--- src/rtl/alu_pkg.sv ---
// Shared types and chain helpers for the multi-precision sequential ALU.
package alu_pkg;

  localparam int unsigned OP_W = 4;

  typedef enum logic [OP_W-1:0] {
    OpNot   = 4'd0,
    OpAdd   = 4'd1,
    OpSub   = 4'd2,
    OpAnd   = 4'd3,
    OpOr    = 4'd4,
    OpShr   = 4'd5,
    OpShl   = 4'd6,
    OpInc   = 4'd7,
    OpXor   = 4'd8,
    OpAdc   = 4'd9,
    OpSbb   = 4'd10,
    OpAsr   = 4'd11,
    OpPass  = 4'd12,
    OpRes13 = 4'd13,
    OpRes14 = 4'd14,
    OpRes15 = 4'd15
  } op_e;

  typedef enum logic [1:0] {
    StIdle = 2'd0,
    StRun  = 2'd1,
    StDone = 2'd2
  } state_e;

  // Chain bit fed into the first processed limb.
  function automatic logic chain_init(op_e op, logic b_msb, logic carry_reg);
    case (op)
      OpSub, OpInc: chain_init = 1'b1;
      OpAdc:        chain_init = carry_reg;
      OpSbb:        chain_init = ~carry_reg;
      OpAsr:        chain_init = b_msb;
      default:      chain_init = 1'b0;
    endcase
  endfunction

  // Externally visible carry from the chain bit leaving the last processed limb.
  function automatic logic carry_from_chain(op_e op, logic chain);
    case (op)
      OpAdd, OpAdc, OpInc, OpShl, OpShr, OpAsr: carry_from_chain = chain;
      OpSub, OpSbb:                             carry_from_chain = ~chain;
      default:                                  carry_from_chain = 1'b0;
    endcase
  endfunction

endpackage

--- src/rtl/alu_limb.sv ---
// Combinational W-bit ALU slice; the chain bit carries either the adder carry or the shifted bit.
module alu_limb
  import alu_pkg::*;
#(
  parameter int unsigned W = 16
) (
  input  op_e          op_i,
  input  logic [W-1:0] a_limb_i,
  input  logic [W-1:0] b_limb_i,
  input  logic         chain_i,
  input  logic         is_msb_i,
  output logic [W-1:0] res_limb_o,
  output logic         chain_o,
  output logic         limb_zero_o,
  output logic         ovf_limb_o
);

  logic [W-1:0] x;
  logic [W-1:0] y;
  logic [W:0]   sum;

  // INC adds b to a zero operand with the chain preset to 1; SUB/SBB add the inverted b.
  always_comb begin
    x   = (op_i == OpInc) ? '0 : a_limb_i;
    y   = (op_i == OpSub || op_i == OpSbb) ? ~b_limb_i : b_limb_i;
    sum = {1'b0, x} + {1'b0, y} + {{W{1'b0}}, chain_i};
  end

  always_comb begin
    res_limb_o = '0;
    chain_o    = 1'b0;
    ovf_limb_o = 1'b0;
    case (op_i)
      OpNot:  res_limb_o = ~b_limb_i;
      OpAdd, OpSub, OpInc, OpAdc, OpSbb: begin
        res_limb_o = sum[W-1:0];
        chain_o    = sum[W];
      end
      OpAnd:  res_limb_o = a_limb_i & b_limb_i;
      OpOr:   res_limb_o = a_limb_i | b_limb_i;
      OpXor:  res_limb_o = a_limb_i ^ b_limb_i;
      OpShl: begin
        res_limb_o = {b_limb_i[W-2:0], chain_i};
        chain_o    = b_limb_i[W-1];
      end
      OpShr, OpAsr: begin
        res_limb_o = {chain_i, b_limb_i[W-1:1]};
        chain_o    = b_limb_i[0];
      end
      OpPass: res_limb_o = a_limb_i;
      default: begin
        res_limb_o = '0;
      end
    endcase
    if (is_msb_i && (op_i == OpAdd || op_i == OpSub || op_i == OpInc)) begin
      ovf_limb_o = (x[W-1] == y[W-1]) && (sum[W-1] != x[W-1]);
    end
  end

  assign limb_zero_o = (res_limb_o == '0);

endmodule

--- src/rtl/mp_alu_seq.sv ---
// Multi-precision sequential ALU: one W-bit limb per cycle, valid/ready on both sides.
module mp_alu_seq
  import alu_pkg::*;
#(
  parameter int unsigned W     = 16,
  parameter int unsigned WORDS = 2
) (
  input  logic                 clk,
  input  logic                 rst_n,
  input  logic                 in_valid,
  output logic                 in_ready,
  input  logic [OP_W-1:0]      op,
  input  logic [W*WORDS-1:0]   a,
  input  logic [W*WORDS-1:0]   b,
  output logic                 out_valid,
  input  logic                 out_ready,
  output logic [W*WORDS-1:0]   result,
  output logic                 zr,
  output logic                 ng,
  output logic                 carry,
  output logic                 ovf
);

  localparam int unsigned N    = W * WORDS;
  localparam int unsigned CntW = (WORDS > 1) ? $clog2(WORDS) : 1;
  localparam logic [CntW-1:0] LastCnt = CntW'(WORDS - 1);

  state_e          state_q, state_d;
  logic [CntW-1:0] cnt_q, cnt_d;
  op_e             op_q, op_d;
  logic [N-1:0]    a_q, a_d, b_q, b_d;
  logic [N-1:0]    result_q, result_d;
  logic            chain_q, chain_d;
  logic            zr_q, zr_d, ng_q, ng_d, carry_q, carry_d, ovf_q, ovf_d;
  logic            carry_reg_q, carry_reg_d;

  logic [CntW-1:0] limb_idx;
  logic [W-1:0]    a_limb, b_limb, res_limb;
  logic            is_msb, chain_out, limb_zero, ovf_limb;

  // Right shifts walk the limbs MSB-first so the shifted bit moves downwards.
  always_comb begin
    limb_idx = (op_q == OpShr || op_q == OpAsr) ? (LastCnt - cnt_q) : cnt_q;
    a_limb   = a_q[limb_idx*W +: W];
    b_limb   = b_q[limb_idx*W +: W];
    is_msb   = (limb_idx == LastCnt);
  end

  alu_limb #(
    .W (W)
  ) u_limb (
    .op_i        (op_q),
    .a_limb_i    (a_limb),
    .b_limb_i    (b_limb),
    .chain_i     (chain_q),
    .is_msb_i    (is_msb),
    .res_limb_o  (res_limb),
    .chain_o     (chain_out),
    .limb_zero_o (limb_zero),
    .ovf_limb_o  (ovf_limb)
  );

  always_comb begin
    state_d     = state_q;
    cnt_d       = cnt_q;
    op_d        = op_q;
    a_d         = a_q;
    b_d         = b_q;
    result_d    = result_q;
    chain_d     = chain_q;
    zr_d        = zr_q;
    ng_d        = ng_q;
    carry_d     = carry_q;
    ovf_d       = ovf_q;
    carry_reg_d = carry_reg_q;
    case (state_q)
      StIdle: begin
        if (in_valid) begin
          op_d     = op_e'(op);
          a_d      = a;
          b_d      = b;
          cnt_d    = '0;
          chain_d  = chain_init(op_e'(op), b[N-1], carry_reg_q);
          result_d = '0;
          zr_d     = 1'b1;
          ng_d     = 1'b0;
          carry_d  = 1'b0;
          ovf_d    = 1'b0;
          state_d  = StRun;
        end
      end
      StRun: begin
        result_d[limb_idx*W +: W] = res_limb;
        chain_d = chain_out;
        zr_d    = zr_q & limb_zero;
        if (is_msb) begin
          ng_d  = res_limb[W-1];
          ovf_d = ovf_limb;
        end
        if (cnt_q == LastCnt) begin
          carry_d = carry_from_chain(op_q, chain_out);
          state_d = StDone;
        end else begin
          cnt_d = cnt_q + 1'b1;
        end
      end
      StDone: begin
        if (out_ready) begin
          carry_reg_d = carry_q;
          state_d     = StIdle;
        end
      end
      default: state_d = StIdle;
    endcase
  end

  always_ff @(posedge clk or negedge rst_n) begin
    if (!rst_n) begin
      state_q     <= StIdle;
      cnt_q       <= '0;
      op_q        <= OpNot;
      a_q         <= '0;
      b_q         <= '0;
      result_q    <= '0;
      chain_q     <= 1'b0;
      zr_q        <= 1'b0;
      ng_q        <= 1'b0;
      carry_q     <= 1'b0;
      ovf_q       <= 1'b0;
      carry_reg_q <= 1'b0;
    end else begin
      state_q     <= state_d;
      cnt_q       <= cnt_d;
      op_q        <= op_d;
      a_q         <= a_d;
      b_q         <= b_d;
      result_q    <= result_d;
      chain_q     <= chain_d;
      zr_q        <= zr_d;
      ng_q        <= ng_d;
      carry_q     <= carry_d;
      ovf_q       <= ovf_d;
      carry_reg_q <= carry_reg_d;
    end
  end

  assign in_ready  = (state_q == StIdle);
  assign out_valid = (state_q == StDone);
  assign result    = result_q;
  assign zr        = zr_q;
  assign ng        = ng_q;
  assign carry     = carry_q;
  assign ovf       = ovf_q;

endmodule
--- config.mk ---
export PLATFORM = sky130hd
export DESIGN_NAME = mp_alu_seq
export DESIGN_NICKNAME = d
export VERILOG_FILES = /design/src/rtl/alu_pkg.sv /design/src/rtl/alu_limb.sv /design/src/rtl/mp_alu_seq.sv
export SDC_FILE = /design/constraint.sdc
export NUM_CORES = 1
export LEC_CHECK = 0
export CORE_MARGIN = 2
export CORE_UTILIZATION = 50
export DETAILED_ROUTE_END_ITERATION = 8
export PLACE_DENSITY = 0.74
export SETUP_SLACK_MARGIN = 0.02
export SLEW_MARGIN = 15
export SYNTH_ARGS = -nofsm -noshare
export SYNTH_HDL_FRONTEND = slang
export SYNTH_SLANG_ARGS = --single-unit
--- constraint.sdc ---
create_clock -name clk -period 5 [get_ports clk]
set_input_delay 1.25 -clock clk [delete_from_list [all_inputs] [get_ports clk]]
set_output_delay 1.25 -clock clk [all_outputs]
set_load 0.02 [all_outputs]
After elaboration in Yosys (flattened, before gate mapping). Index checks and enable logic that the tools add are counted.

Bits in registers: 109. Output and inout port bits: 38. Logic and storage cells: 102.

Add/sub/neg operators: 5. Equality and inequality tests: 25. Shifts and indexed selects: 4. Multiplexer cells: 28. Bitwise gates (word level): 7. Reduce and logical (&&, ||, !) cells: 21.

Operator list (number): 16-bit one-hot mux with 8 select lines (1); 32-bit one-hot mux with 2 select lines (1); 32-bit by 6-bit variable part select with 16-bit output (2); 5-bit negator with 34-bit output (1); 16-bit by 34-bit variable shift with 32-bit output (first input constant) (1); 16-bit by 34-bit variable part select with 32-bit output (1); 32-bit bitwise mux (1); 4-bit == test (second input constant) (8); 16-bit two-way mux (2); 32-bit two-way mux (1); 4-bit by 3-bit == test with 1-bit output (second input constant) (5); 16-bit by 16-bit adder with 17-bit output (1); 17-bit by 1-bit adder with 17-bit output (1); 16-bit bitwise AND (1); 16-bit zero test (1); 16-bit NOT (1); 16-bit OR (1); 16-bit bitwise XOR (1); 1-bit one-hot mux with 2 select lines (7); 4-bit by 2-bit == test with 1-bit output (second input constant) (3); 1-bit two-way mux (9); 3-bit AND reduction (3); 2-bit two-way mux (3); 2-bit one-hot mux with 3 select lines (1); other kinds (22) (33).

Longest topological paths before layout.
Word-level depth: 13. Depth in mapped cells: 21. Gate-level depth less buffers: 16.

Cells and area by module. From an unflattened synthesis, not the netlist that was laid out.

Cells, all modules: 868. Area total of the unflattened synthesis: 7641.1 µm².

By module, submodules not included: mp_alu_seq (instances 1, cells an instance 481, area each 4916.0 µm², sequential area each 2727.6 µm²); alu_limb (instances 1, cells an instance 387, area each 2725.1 µm², sequential area each 0.0 µm²).

Worst setup path before layout. No wires, ideal clock.

Path kind: reg2reg. From: reg op_q[3]. To: reg zr_q, in the netlist zr. Setup time: 0.095 ns. Arrival time: 4.347 ns. Required time: 4.905 ns. Slack: 0.558 ns. Cell stages (with the launch flop): 22. Cells stage by stage: dfrtp_1 > buf_4 > and4b_4 > or2_1 > buf_6 > xnor2_2 > buf_6 > buf_6 > buf_2 > nand2_1 > nand2_1 > nand2_1 > fa_1 > fa_1 > nor2b_1 > o211ai_1 > a22oi_1 > a311oi_1 > xnor2_1 > a211oi_1 > nand4_1 > o31ai_1.

Cells in the longest elaborated chain, start to end: 12. Elaborated cells between the ends (all ways): 32.

RTL lines: from (decl) (RTL line mp_alu_seq.sv:30) `op_e op_q, op_d;`; from (signal assigned) (RTL line mp_alu_seq.sv:121) `op_q <= OpNot;`; from (signal assigned) (RTL line mp_alu_seq.sv:134) `op_q <= op_d;`; 4-bit by 3-bit == test with 1-bit output / 4-bit == test (equally long branches) (RTL line alu_limb.sv:33, mp_alu_seq.sv:43); 1-bit logical OR (RTL line mp_alu_seq.sv:43) `limb_idx = (op_q == OpShr || op_q == OpAsr) ? (LastCnt - cnt_q) : cnt_q;`; 1-bit two-way mux (RTL line mp_alu_seq.sv:43); 32-bit by 6-bit variable part select with 16-bit output (RTL line mp_alu_seq.sv:45) `b_limb = b_q[limb_idx*W +: W];`; 16-bit NOT (RTL line alu_limb.sv:25, alu_limb.sv:34); 16-bit two-way mux (RTL line alu_limb.sv:25) `y = (op_i == OpSub || op_i == OpSbb) ? ~b_limb_i : b_limb_i;`; 16-bit by 16-bit adder with 17-bit output (RTL line alu_limb.sv:26) `sum = {1'b0, x} + {1'b0, y} + {{W{1'b0}}, chain_i};`; 17-bit by 1-bit adder with 17-bit output (RTL line alu_limb.sv:26); 16-bit one-hot mux with 8 select lines * (RTL line alu_limb.sv:33) `case (op_i)`; 16-bit zero test * (RTL line alu_limb.sv:60) `assign limb_zero_o = (res_limb_o == '0);`; 1-bit bitwise AND * (RTL line mp_alu_seq.sv:95) `zr_d = zr_q & limb_zero;`; 1-bit one-hot mux with 2 select lines * (RTL line mp_alu_seq.sv:76) `case (state_q)`; to (signal assigned) (RTL line mp_alu_seq.sv:139) `zr_q <= zr_d;`; to (decl) (RTL line mp_alu_seq.sv:34) `logic zr_q, zr_d, ng_q, ng_d, carry_q, carry_d, ovf_q, ovf_d;`.

Mark *: on every way between the ends. The rest lies on a longest branch, timed or not. A chain may end at the register's enable or synchronous reset.

Worst setup path in the final report.
From: reg op_q[1]. To: reg carry_q, in the netlist carry.

Cells in the longest elaborated chain, start to end: 13. Elaborated cells between the ends (all ways): 27.

RTL lines: 4-bit by 3-bit == test with 1-bit output / 4-bit == test (equally long branches) (RTL line alu_pkg.sv:44, alu_limb.sv:33, mp_alu_seq.sv:43); 1-bit logical OR (RTL line mp_alu_seq.sv:43); 1-bit two-way mux (RTL line mp_alu_seq.sv:43); 32-bit by 6-bit variable part select with 16-bit output (RTL line mp_alu_seq.sv:45); 16-bit NOT (RTL line alu_limb.sv:25); 16-bit two-way mux (RTL line alu_limb.sv:25); 16-bit by 16-bit adder with 17-bit output (RTL line alu_limb.sv:26); 17-bit by 1-bit adder with 17-bit output (RTL line alu_limb.sv:26); 1-bit one-hot mux with 3 select lines (RTL line alu_limb.sv:33); 1-bit NOT (RTL line alu_pkg.sv:46) `OpSub, OpSbb: carry_from_chain = ~chain;`; 1-bit one-hot mux with 2 select lines * (RTL line alu_pkg.sv:44) `case (op)`; 1-bit two-way mux * (RTL line mp_alu_seq.sv:100) `if (cnt_q == LastCnt) begin`; 1-bit one-hot mux with 2 select lines * (RTL line mp_alu_seq.sv:76); to (signal assigned) (RTL line mp_alu_seq.sv:141) `carry_q <= carry_d;`; to (decl) (RTL line mp_alu_seq.sv:34).

Mark *: on every way between the ends. The rest lies on a longest branch, timed or not. The select of a mux whose other input is x is not followed.

==> run_results.csv <==
group,metric,value,unit
floorplan,die_y,128,um
setup_path,cp_max_fo,29,
timing,relSlewSlack,0.316,
timing,setup_viol,0,
global_route,gr-usage-all-layers,0.275,
clock_network,cts_tree,"yes",
floorplan,coreArea,15100,sq um
layout,final_cell_mix,"235 x nand2_1, 109 x dfrtp_1, 108 x clkdlybuf4s50_1",
route,wl,22100,um
logic_synthesis,synth_edf_count,0,
clock_network,cts.clk_slew.worst_paths,0.07,ns
logic_synthesis,syn_inst,931,
logic_synthesis,syn_nets,1052,
route,drc,0,
layout,multi_input_area,4640,sq um
timing,clock_skew,0.00678,ns
global_route,use_met3,0.0392,
setup_path,cp-start-kind,"flop",
logic_synthesis,synth_adder_area_share,0.0813,
floorplan,rows,45,
floorplan,fp.dieW,128,um
layout,ff_latch_area,2730,sq um
setup_path,cp.required,5.25,ns
timing,grt_setup_unrepaired,"false",
setup_path,slowest_stage,"a2111oi_0",
clock_network,htreeDepth,3,
place,port_buffers,109,
setup_path,crit_type,"reg -> reg",
logic_synthesis,synth.area.mux_share,0.0716,
global_route,use_met1,0.408,
global_route,grt_pass1_wl,35600,um
route,routed-via-count,7138,
logic_synthesis,synth_top_family_by_area,"simple AND/OR/NAND/NOR gates",
layout,drive_gt1_frac,0.0777,
run,cap_violations,0,
global_route,grt_max_degree,77,
logic_synthesis,syn_avg_cell_area,8.29,sq um
setup_path,max_stage_delay,0.57,ns
setup_path,cp.arrival,4.93,ns
global_route,busiest_layer,"met2",
clock_network,post-cts-setup-buffer-count,0,
timing,tightest_slew,1.02,ns
place,placed_cell_area,9040,sq um
timing,min_period,4.69,ns
place,place_congestion,0.972,
logic_synthesis,syn_area,7720,sq um
logic_synthesis,synthArstFlopShare,1.00,
logic_synthesis,synth.distinct_cells,75,
timing,hold_ws,0.475,ns
logic_synthesis,ys_ff_latch,109,
clock_network,clockBufferDepth,2,
clock_network,cts_buffers,9,
logic_synthesis,synth_flop_cell,"dfrtp_1",
layout,fin_area,9380,sq um
clock_network,clk-insertion-delay-late,0.36,ns
run_status,status,"completed",
layout,nets,1134,
timing,finalMaxSlewViolations,0,
clock_network,cts.sinks,109,
setup_path,cp_cell_sequence,"and4bb_1 -> or2_1 -> xnor2_4 -> buf_12 -> mux2_4 -> inv_1 -> nor2_1 -> ha_1 -> a2111oi_0 -> a22oi_2 -> a211o_1 -> o311a_1 -> a211oi_1 -> mux2i_1 -> o21ai_0",
logic_synthesis,yosys_warnings,0,
min_path,hold_path.class,"reg -> reg",
layout,fillers,1327,
floorplan,initial_core_util,0.510,
floorplan,die_area,16500,sq um
route,wl_per_cell,18.4,um
timing,setup_tns,0,ns
route,drtIter0Drc,678,
clock_network,cts_root_buffer,"clkbuf_16",
route,viasPerCell,5.92,
place,place_hpwl,16500,um
logic_synthesis,seq_area_frac_synth,0.353,
global_route,overflow,0,
timing,fmax,213,MHz
timing,setup_ws,0.313,ns
route,ant_nets,0,
layout,n_antenna_cell,0,
timing,period_share,0.937,
global_route,grt_antenna_before_repair,0,
layout,area_growth_syn_to_layout,21.4,%
place,pre_cts_ws,0.295,ns
layout,final_common_cell,"nand2_1",
logic_synthesis,synth_compound_area_frac,0.172,
floorplan,ioPinCount,110,
route,first_pass_iters,5,
logic_synthesis,synthXorXnorAreaFrac,0.0352,
global_route,global_route.usage.met2,0.409,
global_route,grt_pass1_vias,6583,
timing,hold_viol_final,0,
logic_synthesis,synth_simple_gate_area_share,0.231,
setup_path,cp-end-kind,"flop",
[worst max-delay path, delay by kind of cell, from the launching register on]
family,cells,cell delay [ns]
AO/OA/AOI/OAI,6,2.02
XOR/XNOR,1,0.15
adder cells (fa/ha/maj),1,0.37
buffers and inverters,2,0.33
flip-flops,1,0.45
multiplexers,2,0.58
AND/OR/NAND/NOR,3,0.67
[cells by family after synthesis]
group,count (synthesis)
AOI/OAI and AO/OA,191
buffers and inverters,105
xor gates and xnor gates,28
and+or+nand+nor,396
muxes,53
DFF,109
adders and majority gates,49
[what timing repair did]
action                                  4_1_cts  5_1_grt
endpoints found under the setup margin        0        1
hold endpoints to repair                      0        0
resized for setup                             0        3
hold buffers                                  0        0
[per-stage QoR]
stage | std cells | utilization
3_3_place_gp | 1190 | 0.597
4_1_cts | 1205 | 0.618
3_5_place_dp | 1190 | 0.597
2_1_floorplan | 931 | -
6_report | 1205 | 0.619
5_1_grt | 1205 | 0.619
[layout make-up]
type / count / share of cell area
Tap cell: 188 / 0.0251
Multi-Input combinational cell: 717 / 0.495
Sequential cell: 109 / 0.291
Inverter: 41 / 0.0164
Timing Repair Buffer: 135 / 0.138
Clock inverter: 6 / 0.0103
Clock buffer: 9 / 0.0240
[path summary, 6_finish.rpt]
path	from	to	slack, ns	cells past startpoint
max	op_q[1]$_DFFE_PN0P_	carry$_DFFE_PN0P_	0.31	15
min	a_q[22]$_DFFE_PN0P_	a_q[22]$_DFFE_PN0P_	0.47	2
max reg2reg	op_q[1]$_DFFE_PN0P_	carry$_DFFE_PN0P_	0.31	15
min reg2reg	a_q[22]$_DFFE_PN0P_	a_q[22]$_DFFE_PN0P_	0.47	2
max in group asynchronous	rst_n	a_q[29]$_DFFE_PN0P_	2.97	2
min in group asynchronous	rst_n	result[1]$_DFFE_PN0P_	1.04	1
[per-layer routing]
| layer | vias up | share of wire | wire [um] |
|---|---|---|---|
| li1 | 3421 | - | - |
| met1 | 3369 | 0.48 | 10500 |
| met2 | 310 | 0.43 | 9480 |
| met3 | 38 | 0.068 | 1500 |
| met4 | 0 | 0.027 | 600 |
| met5 | - | 0 | 0 |
[synthesized netlist by cell type, types with 5 or more instances]
cell type | count | area share
buf_2 | 10 | 0.0065
a21oi_1 | 25 | 0.016
nand3b_1 | 5 | 0.0049
nor3_1 | 10 | 0.0065
xnor2_1 | 22 | 0.025
clkbuf_1 | 42 | 0.020
nand2_1 | 235 | 0.11
mux2_2 | 5 | 0.0073
nand2b_1 | 11 | 0.0089
ha_1 | 47 | 0.076
o21ai_0 | 59 | 0.038
nand3_1 | 35 | 0.023
or2_2 | 5 | 0.0041
a221o_1 | 5 | 0.0065
o221ai_1 | 5 | 0.0057
a221oi_1 | 11 | 0.012
a211oi_1 | 13 | 0.013
buf_1 | 8 | 0.0039
o22ai_1 | 6 | 0.0049
o2bb2ai_1 | 5 | 0.0057
a22oi_1 | 7 | 0.0068
nand4_1 | 7 | 0.0057
dfrtp_1 | 109 | 0.35
inv_1 | 41 | 0.020
mux2i_1 | 44 | 0.057
nor2_1 | 54 | 0.026
a31oi_1 | 5 | 0.0041
o211ai_1 | 6 | 0.0058
Power is not shown: default switching activity piles up to over one toggle a cycle in this logic, so the estimate is an artifact.
